==> config.mk <==
export PLATFORM = sky130hd
export DESIGN_NAME = multicycle_control_unit
export DESIGN_NICKNAME = d
export VERILOG_FILES = /design/src/rtl/control_unit_pkg.sv /design/src/rtl/control_decoder.sv /design/src/rtl/multicycle_control_unit.sv
export SDC_FILE = /design/constraint.sdc
export NUM_CORES = 1
export LEC_CHECK = 0
export CAP_MARGIN = 10
export CORE_MARGIN = 3
export CORE_UTILIZATION = 42
export DETAILED_ROUTE_END_ITERATION = 16
export PLACE_DENSITY_LB_ADDON = 0.2
export SLEW_MARGIN = 5
export SYNTH_ARGS = -nofsm -noshare
export SYNTH_HDL_FRONTEND = slang
export SYNTH_SLANG_ARGS = --single-unit
==> constraint.sdc <==
create_clock -name clock -period 1.8 [get_ports clock]
set_input_delay 0.36 -clock clock [delete_from_list [all_inputs] [get_ports clock]]
set_output_delay 0.36 -clock clock [all_outputs]
set_load 0.02 [all_outputs]
==> src/rtl/control_unit_pkg.sv <==
// Shared opcodes, FSM states and decoded control bundle
// for the RV64I multicycle control unit.
package control_unit_pkg;

  localparam logic [6:0] LUI      = 7'b0110111;
  localparam logic [6:0] AUIPC    = 7'b0010111;
  localparam logic [6:0] JAL      = 7'b1101111;
  localparam logic [6:0] JALR     = 7'b1100111;
  localparam logic [6:0] BRANCH   = 7'b1100011;
  localparam logic [6:0] LOAD     = 7'b0000011;
  localparam logic [6:0] STORE    = 7'b0100011;
  localparam logic [6:0] OP_IMM   = 7'b0010011;
  localparam logic [6:0] OP_IMM_W = 7'b0011011;
  localparam logic [6:0] OP       = 7'b0110011;
  localparam logic [6:0] OP_W     = 7'b0111011;

  localparam logic [1:0] WR_ALU = 2'b00;
  localparam logic [1:0] WR_MEM = 2'b01;
  localparam logic [1:0] WR_PC4 = 2'b10;
  localparam logic [1:0] WR_IMM = 2'b11;

  typedef enum logic [2:0] {
    IDLE,
    FETCH,
    FETCH_WAIT,
    DECODE,
    EXECUTE,
    MEMORY,
    WRITEBACK,
    HALT
  } state_t;

  typedef struct packed {
    logic       alua_src;
    logic       alub_src;
    logic       aluy_src;
    logic [2:0] alu_src;
    logic       carry_in;
    logic       arithmetic;
    logic       alupc_src;
    logic       jump;
    logic       branch;
    logic       load;
    logic       store;
    logic [2:0] funct3;
    logic [1:0] write_register_src;
  } ctrl_t;

  function automatic logic [63:0] store_mask(
    input logic [1:0] size
  );
    unique case (size)
      2'd0:    store_mask = 64'h01;
      2'd1:    store_mask = 64'h03;
      2'd2:    store_mask = 64'h0f;
      default: store_mask = 64'hff;
    endcase
  endfunction

endpackage

==> src/rtl/control_decoder.sv <==
// Combinational instruction decoder: maps opcode/funct
// fields to the selector bundle registered by the FSM.
module control_decoder
  import control_unit_pkg::*;
(
  input  logic [6:0] opcode,
  input  logic [2:0] funct3,
  input  logic [6:0] funct7,
  output ctrl_t      ctrl,
  output logic       illegal
);

  logic reg_op;
  logic word_op;
  logic alu_op;
  logic sub_op;
  logic sra_op;
  logic slt_op;
  logic unused_funct7;

  assign reg_op  = (opcode == OP) || (opcode == OP_W);
  assign word_op = (opcode == OP_IMM_W) || (opcode == OP_W);
  assign alu_op  = reg_op || (opcode == OP_IMM)
                || (opcode == OP_IMM_W);
  assign sub_op  = reg_op && (funct3 == 3'b000) && funct7[5];
  assign sra_op  = (funct3 == 3'b101) && funct7[5];
  assign slt_op  = (funct3 == 3'b010) || (funct3 == 3'b011);
  assign unused_funct7 = ^{funct7[6], funct7[4:0]};

  always_comb begin
    ctrl = '0;
    illegal = 1'b0;
    ctrl.funct3 = funct3;
    unique case (1'b1)
      (opcode == LUI): ctrl.write_register_src = WR_IMM;
      (opcode == AUIPC): begin
        ctrl.alua_src = 1'b1;
        ctrl.alub_src = 1'b1;
      end
      (opcode == JAL): begin
        ctrl.jump = 1'b1;
        ctrl.write_register_src = WR_PC4;
      end
      (opcode == JALR): begin
        ctrl.jump = 1'b1;
        ctrl.alupc_src = 1'b1;
        ctrl.write_register_src = WR_PC4;
      end
      (opcode == BRANCH): begin
        ctrl.branch = 1'b1;
        ctrl.carry_in = 1'b1;
        illegal = (funct3[2:1] == 2'b01);
      end
      (opcode == LOAD): begin
        ctrl.load = 1'b1;
        ctrl.alub_src = 1'b1;
        ctrl.write_register_src = WR_MEM;
      end
      (opcode == STORE): begin
        ctrl.store = 1'b1;
        ctrl.alub_src = 1'b1;
      end
      alu_op: begin
        ctrl.alu_src = funct3;
        ctrl.alub_src = !reg_op;
        ctrl.aluy_src = word_op;
        ctrl.arithmetic = sra_op || sub_op;
        ctrl.carry_in = sub_op || slt_op;
      end
      default: illegal = 1'b1;
    endcase
  end

endmodule

==> src/rtl/multicycle_control_unit.sv <==
// Multicycle FSM sequencing fetch, decode, execute and
// memory phases and driving all Dataflow controls.
module multicycle_control_unit
  import control_unit_pkg::*;
#(
  parameter int BYTE_NUM = 8
) (
  input  logic                clock,
  input  logic                reset,
  input  logic [6:0]          opcode,
  input  logic [2:0]          funct3,
  input  logic [6:0]          funct7,
  input  logic                zero,
  input  logic                negative,
  input  logic                carry_out,
  input  logic                overflow,
  input  logic                instruction_mem_busy,
  input  logic                data_mem_busy,
  output logic                instruction_mem_enable,
  output logic                data_mem_enable,
  output logic [BYTE_NUM-1:0] data_mem_byte_write_enable,
  output logic                alua_src,
  output logic                alub_src,
  output logic                aluy_src,
  output logic [2:0]          alu_src,
  output logic                carry_in,
  output logic                arithmetic,
  output logic                alupc_src,
  output logic                pc_src,
  output logic                pc_enable,
  output logic [2:0]          read_data_src,
  output logic [1:0]          write_register_src,
  output logic                write_register_enable,
  output logic                illegal_instruction
);

  state_t      state;
  state_t      next_state;
  ctrl_t       ctrl;
  ctrl_t       ctrl_q;
  logic        illegal;
  logic        taken;
  logic [63:0] mask;
  logic        unused_mask;

  control_decoder u_decoder (
    .opcode  (opcode),
    .funct3  (funct3),
    .funct7  (funct7),
    .ctrl    (ctrl),
    .illegal (illegal)
  );

  always_ff @(posedge clock) begin
    if (reset) begin
      state  <= IDLE;
      ctrl_q <= '0;
    end else begin
      state <= next_state;
      if (state == DECODE) ctrl_q <= ctrl;
    end
  end

  assign mask = store_mask(ctrl_q.funct3[1:0]);
  assign unused_mask = ^mask;

  // Flags come from rs1 + ~rs2 + 1, so carry means rs1 >= rs2
  always_comb begin
    case (ctrl_q.funct3)
      3'b000:  taken = zero;
      3'b001:  taken = !zero;
      3'b100:  taken = negative ^ overflow;
      3'b101:  taken = !(negative ^ overflow);
      3'b110:  taken = !carry_out;
      3'b111:  taken = carry_out;
      default: taken = 1'b0;
    endcase
  end

  always_comb begin
    next_state = state;
    instruction_mem_enable = 1'b0;
    data_mem_enable = 1'b0;
    data_mem_byte_write_enable = '0;
    pc_src = 1'b0;
    pc_enable = 1'b0;
    write_register_enable = 1'b0;
    illegal_instruction = 1'b0;
    alua_src = ctrl_q.alua_src;
    alub_src = ctrl_q.alub_src;
    aluy_src = ctrl_q.aluy_src;
    alu_src = ctrl_q.alu_src;
    carry_in = ctrl_q.carry_in;
    arithmetic = ctrl_q.arithmetic;
    alupc_src = ctrl_q.alupc_src;
    read_data_src = ctrl_q.load ? ctrl_q.funct3 : 3'b000;
    write_register_src = ctrl_q.write_register_src;
    unique case (state)
      IDLE: next_state = FETCH;
      FETCH: begin
        instruction_mem_enable = 1'b1;
        next_state = FETCH_WAIT;
      end
      FETCH_WAIT: begin
        instruction_mem_enable = 1'b1;
        if (!instruction_mem_busy) next_state = DECODE;
      end
      DECODE: begin
        if (illegal) next_state = HALT;
        else if (ctrl.load || ctrl.store) next_state = MEMORY;
        else next_state = EXECUTE;
      end
      EXECUTE: begin
        pc_enable = 1'b1;
        write_register_enable = !ctrl_q.branch;
        pc_src = ctrl_q.branch ? taken : ctrl_q.jump;
        next_state = FETCH;
      end
      MEMORY: begin
        data_mem_enable = 1'b1;
        if (ctrl_q.store)
          data_mem_byte_write_enable = mask[BYTE_NUM-1:0];
        if (!data_mem_busy) next_state = WRITEBACK;
      end
      WRITEBACK: begin
        pc_enable = 1'b1;
        write_register_enable = ctrl_q.load;
        next_state = FETCH;
      end
      HALT: illegal_instruction = 1'b1;
      default: next_state = IDLE;
    endcase
  end

endmodule

---- Yosys cells after proc, flatten, opt, wreduce, memory -nomap -nowiden ----
Cells that the tools add are included.
Widths: inputs -> output; s select.
word-level totals
  flip-flop bits (word level) ............. 21
  bits of input ports ..................... 25
  logic and storage cells ................. 103
operators by class
  equal/unequal tests ..................... 31
  muxes and demuxes ....................... 29
  bitwise logic cells ..................... 1
  reductions and logical operators ........ 28
operator list
  kind                number
  $eq 7x6->1 const B  4
  $eq 3x3->1 const B  9
  $pmux 8 s3          1
  $eq 7x5->1 const B  3
  $eq 7x7->1 const B  3
  $mux 8              2
  $pmux 3 s5          1
  $mux 1              14
  $eq 3x2->1 const B  4
  $logic_not 3->1     3
  $mux 3              3
  $logic_or 1x1->1    8
  $pmux 1 s2          4
  $eq 7x2->1 const B  1
  $reduce_or 7->1     1
  $eq 3x1->1 const B  2
  $pmux 1 s6          1
  $pmux 2 s3          1
  $reduce_or 2->1     3
  $reduce_or 3->1     2
  $logic_not 1->1     5
  $reduce_bool 5->1   1
  $eq 2x1->1 const B  2
  $mux 4              1
  7 further kinds     10

---- Logic depth before layout (Yosys ltp) ----
  word-level depth ........................ 8
  depth in mapped cells ................... 6
  mapped depth without buffers ............ 4

---- By module ----
A second synthesis with hierarchy kept.
unflattened totals
  cells, all modules ...................... 185
  area total of the unflattened synthesis .. 1436.4 µm²
by module, submodules not included
  module                   instances  cells an instance  area each (µm²)  sequential area each (µm²)
  multicycle_control_unit  1          135                1088.5           420.4
  control_decoder          1          50                 347.8            0.0

---- Worst setup path after synthesis ----
Ideal clock, no wire load.
  kind .................................... reg-to-output
  from .................................... register ctrl_q[3] (netlist bit)
  to ...................................... output port pc_src
  arrival time ............................ 1955 ps
  path slack .............................. -515 ps
  stages on the path, launching flop included .. 5
  buffers on the path ..................... 1
  path through ............................ dfxtp_1 -> clkbuf_1 -> o41ai_1 -> a21oi_1 -> a2111oi_0
on the way
  cells in the longest elaborated chain, start to end .. 4
ends and longest elaborated chain
  item                                line                            text
  start: declaration                  multicycle_control_unit.sv:40   ctrl_t ctrl_q;
  start signal: assignment            multicycle_control_unit.sv:60   if (state == DECODE) ctrl_q <= ctrl;
  $eq 3x3->1 (tied with other cells)  multicycle_control_unit.sv:69   case (ctrl_q.funct3)
  $pmux 1 s6 (*)                      multicycle_control_unit.sv:69
  $mux 1 (*)                          multicycle_control_unit.sv:116  pc_src = ctrl_q.branch ? taken : ctrl_q.jump;
  $mux 1 (*)                          multicycle_control_unit.sv:98   unique case (state)
  end: declaration                    multicycle_control_unit.sv:29   output logic pc_src,
Every way passes the cells marked *; elsewhere a longest branch is shown, timed or not.

---- Worst setup path after layout ----
  from .................................... register ctrl_q[2] (netlist bit)
  to ...................................... output port pc_src
Same word-level chain as after synthesis.

==> results.json <==
{
  "hold_path.class": "reg2reg",
  "hpwl_um": 2670,
  "grt_pass1_wl_um": 5730,
  "overflow": 0,
  "synth_top_cell_area_share": 0.343,
  "nets": 248,
  "fp.dieH_um": 60.1,
  "cellLeakagePower_nw": 0.792,
  "clk_latency_ns": 0.31,
  "whs_ns": 0.460,
  "r2r-start": "state[1]",
  "startpoint": "ctrl_q[2]",
  "die-width_um": 60.1,
  "antenna_cells": 0,
  "antenna_left": 0,
  "critical_path_class": "reg2out",
  "max_slew_margin": 0.760,
  "drcViolationCount": 0,
  "clk_pin_slew_ns": 0.12,
  "startpoint_type": "flop",
  "power_density_mw_per_mm2": 539,
  "drt_pre_antenna_iters": 4,
  "cp-end-kind": "primary output",
  "drt_iter0_markers": 31,
  "ys_seq_area_frac": 0.343,
  "cp.required_ns": 1.44,
  "grt_max_degree": 22,
  "ioPinCount": 53,
  "arrival_ns": 1.71,
  "avgRoutedWirePerCell_um": 14.3,
  "syn-cell-area_mm2": 0.00123,
  "fin_crit_sh": 1.15,
  "antenna_found_initial": 0,
  "via_per_inst": 5.34,
  "cp-endpoint": "pc_src",
  "core_area_mm2": 0.00264,
  "ys_seq_elements": 21,
  "rr_worst_depth": 5,
  "layout-drive-gt1-share": 0.266,
  "portBuffers": 46,
  "place.gp.congestion": 0.890,
  "status": "complete, but fails checks",
  "setup_ws_ns": -0.273,
  "r2r-end": "alu_src[2]",
  "cts_tree": "yes",
  "drv_slew": 0,
  "regToRegSetupSlack_ns": 0.40,
  "multiInputGateArea_um2": 766,
  "grt_pass1_vias": 1293,
  "mostFrequentLayoutCells": "buf_4, clkdlybuf4s50_1, nand2_1",
  "clkSinkCount": 21,
  "hold_viol": 0,
  "power_mw": 1.01,
  "clockBufferDepth": 2,
  "syn_nets": 191,
  "avgSynthCellArea_um2": 7.39,
  "layout_commonest_cell": "buf_4",
  "violations": "negative setup slack",
  "maxCapViolations": 0,
  "htreeDepth": 1,
  "finalSetupViolCount": 1,
  "grt_usage": 0.209,
  "cts_hold_buf": 0,
  "cts-root-buf": "clkbuf_4",
  "dieArea_mm2": 0.00361,
  "max_freq_mhz": 482,
  "ff_latch_area_um2": 430,
  "place_ws_ns": -0.861,
  "cp_max_fo": 4,
  "fin_crit_ns": 2.07,
  "synth_area_leader_cell": "dfxtp_1",
  "synth_cell_types": 38,
  "nFillCells": 212,
  "synth_cells": 166,
  "fin_skew_ns": 0.00332,
  "vias": 1346,
  "area_growth_pct": 52.8,
  "ys_warn_count": 0,
  "ir_drop_uv": 479,
  "worst_pin_slew_ns": 0.356,
  "initial_core_util": 0.466,
  "cts_buffers": 3,
  "rows": 18,
  "wl_um": 3600,
  "min_from": "arithmetic",
  "rsz0062_at_grt": "yes",
  "synth_area_leaders": "dfxtp_1, a21oi_1, nand2_1"
}
==> where the power goes <==
| part | switching, mW | total, mW | leakage, nW | internal, mW |
|---|---|---|---|---|
| sequential | 0.0169 | 0.498 | 0.173 | 0.482 |
| clock | 0.146 | 0.229 | 0.0177 | 0.0830 |
| combinational | 0.143 | 0.284 | 0.601 | 0.141 |
| total | 0.306 | 1.01 | 0.792 | 0.705 |
==> critical path, stage by stage, from the launching register on <==
cell and delay, ns:
dfxtp_2 0.36, buf_6 0.12, a21oi_2 0.11, o21a_1 0.15, o21ai_2 0.06, a2111oi_2 0.37, buf_2 0.23
==> state kept, by name (all words and copies together), names as in the netlist <==
| register | flops |
|---|---|
| alu_src | 3 |
| alua_src | 1 |
| alub_src | 1 |
| alupc_src | 1 |
| aluy_src | 1 |
| arithmetic | 1 |
| carry_in | 1 |
| ctrl_q | 7 |
| state | 3 |
| write_register_src | 2 |
==> cell type report <==
type | count | area share
inverter | 4 | 0.00801
tap | 30 | 0.0200
timing repair buffer | 72 | 0.320
clock buffer | 3 | 0.0120
clock inverter | 1 | 0.00267
multi-input combinational | 121 | 0.408
sequential | 21 | 0.229
==> cell families (layout without fill, tap and decap cells) <==
logic type / count (synthesis) / count (layout) / synth area share
and+or+nand+nor: 81 / 81 / 0.339
AOI/OAI and AO/OA: 38 / 38 / 0.196
xor gates and xnor gates: 2 / 2 / 0.0143
buffers and inverters: 24 / 80 / 0.108
DFF: 21 / 21 / 0.343
==> Yosys cell counts <==
cell / n
a2111oi_0: 1
a2111oi_2: 1
a211oi_1: 2
a21o_1: 1
a21oi_1: 20
a22oi_1: 1
a311oi_1: 1
a31oi_1: 1
and2_0: 1
and2_1: 6
and3_1: 3
and3b_1: 3
buf_2: 1
buf_4: 9
buf_6: 1
clkbuf_1: 9
dfxtp_1: 21
inv_1: 4
nand2_1: 22
nand2b_1: 3
nand3_1: 7
nand3b_1: 3
nand4_1: 2
nor2_1: 15
nor2b_1: 3
nor3_1: 8
nor3b_1: 2
nor4_1: 2
o21a_1: 2
o21ai_0: 3
o22ai_1: 1
o311a_1: 1
o31ai_1: 1
o32ai_1: 1
o41ai_1: 1
or4b_4: 1
xnor2_1: 1
xor2_1: 1
==> stage by stage <==
| step | instances | area, µm² | utilization | TNS (ns) |
|---|---|---|---|---|
| after CTS | 251 | 1830 | 0.693 | -0.249 |
| after global routing | 252 | 1880 | 0.712 | -0.369 |
| after floorplan | 166 | 1250 | - | 0 |
| after detailed placement | 246 | 1800 | 0.685 | -1.95 |
| after global placement | 246 | 1800 | 0.685 | -1.73 |
| final | 252 | 1880 | 0.712 | -0.273 |
==> timing repair <==
item | in CTS | in global routing
setup buffers | 1 | 1
gates resized for setup | 53 | 18
cloned | 0 | 0
hold endpoints to repair | 0 | 0
setup endpoints to repair | 17 | 11
pin swaps | 5 | 2
==> worst min-delay path by stage <==
| stage | to | slack (ns) | cells past startpoint |
|---|---|---|---|
| 4_1_cts | arithmetic | 0.46 | 2 |
| 5_1_grt | arithmetic | 0.48 | 2 |
| 2_1_floorplan | state[0] | 0.43 | 1 |
| 3_3_place_gp | alu_src[2] | 0.44 | 2 |
| 3_5_place_dp | arithmetic | 0.45 | 2 |
| 6_report | arithmetic | 0.46 | 2 |
==> routing by layer <==
layer / up-vias / part of all wire / global-route usage
li1: 686 / - / -
met1: 603 / 0.41 / 0.245
met2: 52 / 0.52 / 0.386
met3: 5 / 0.057 / 0.0259
met4: 0 / 0.012 / 0.0665
met5: - / 0 / 0
Power figures use the tool's default switching activity.
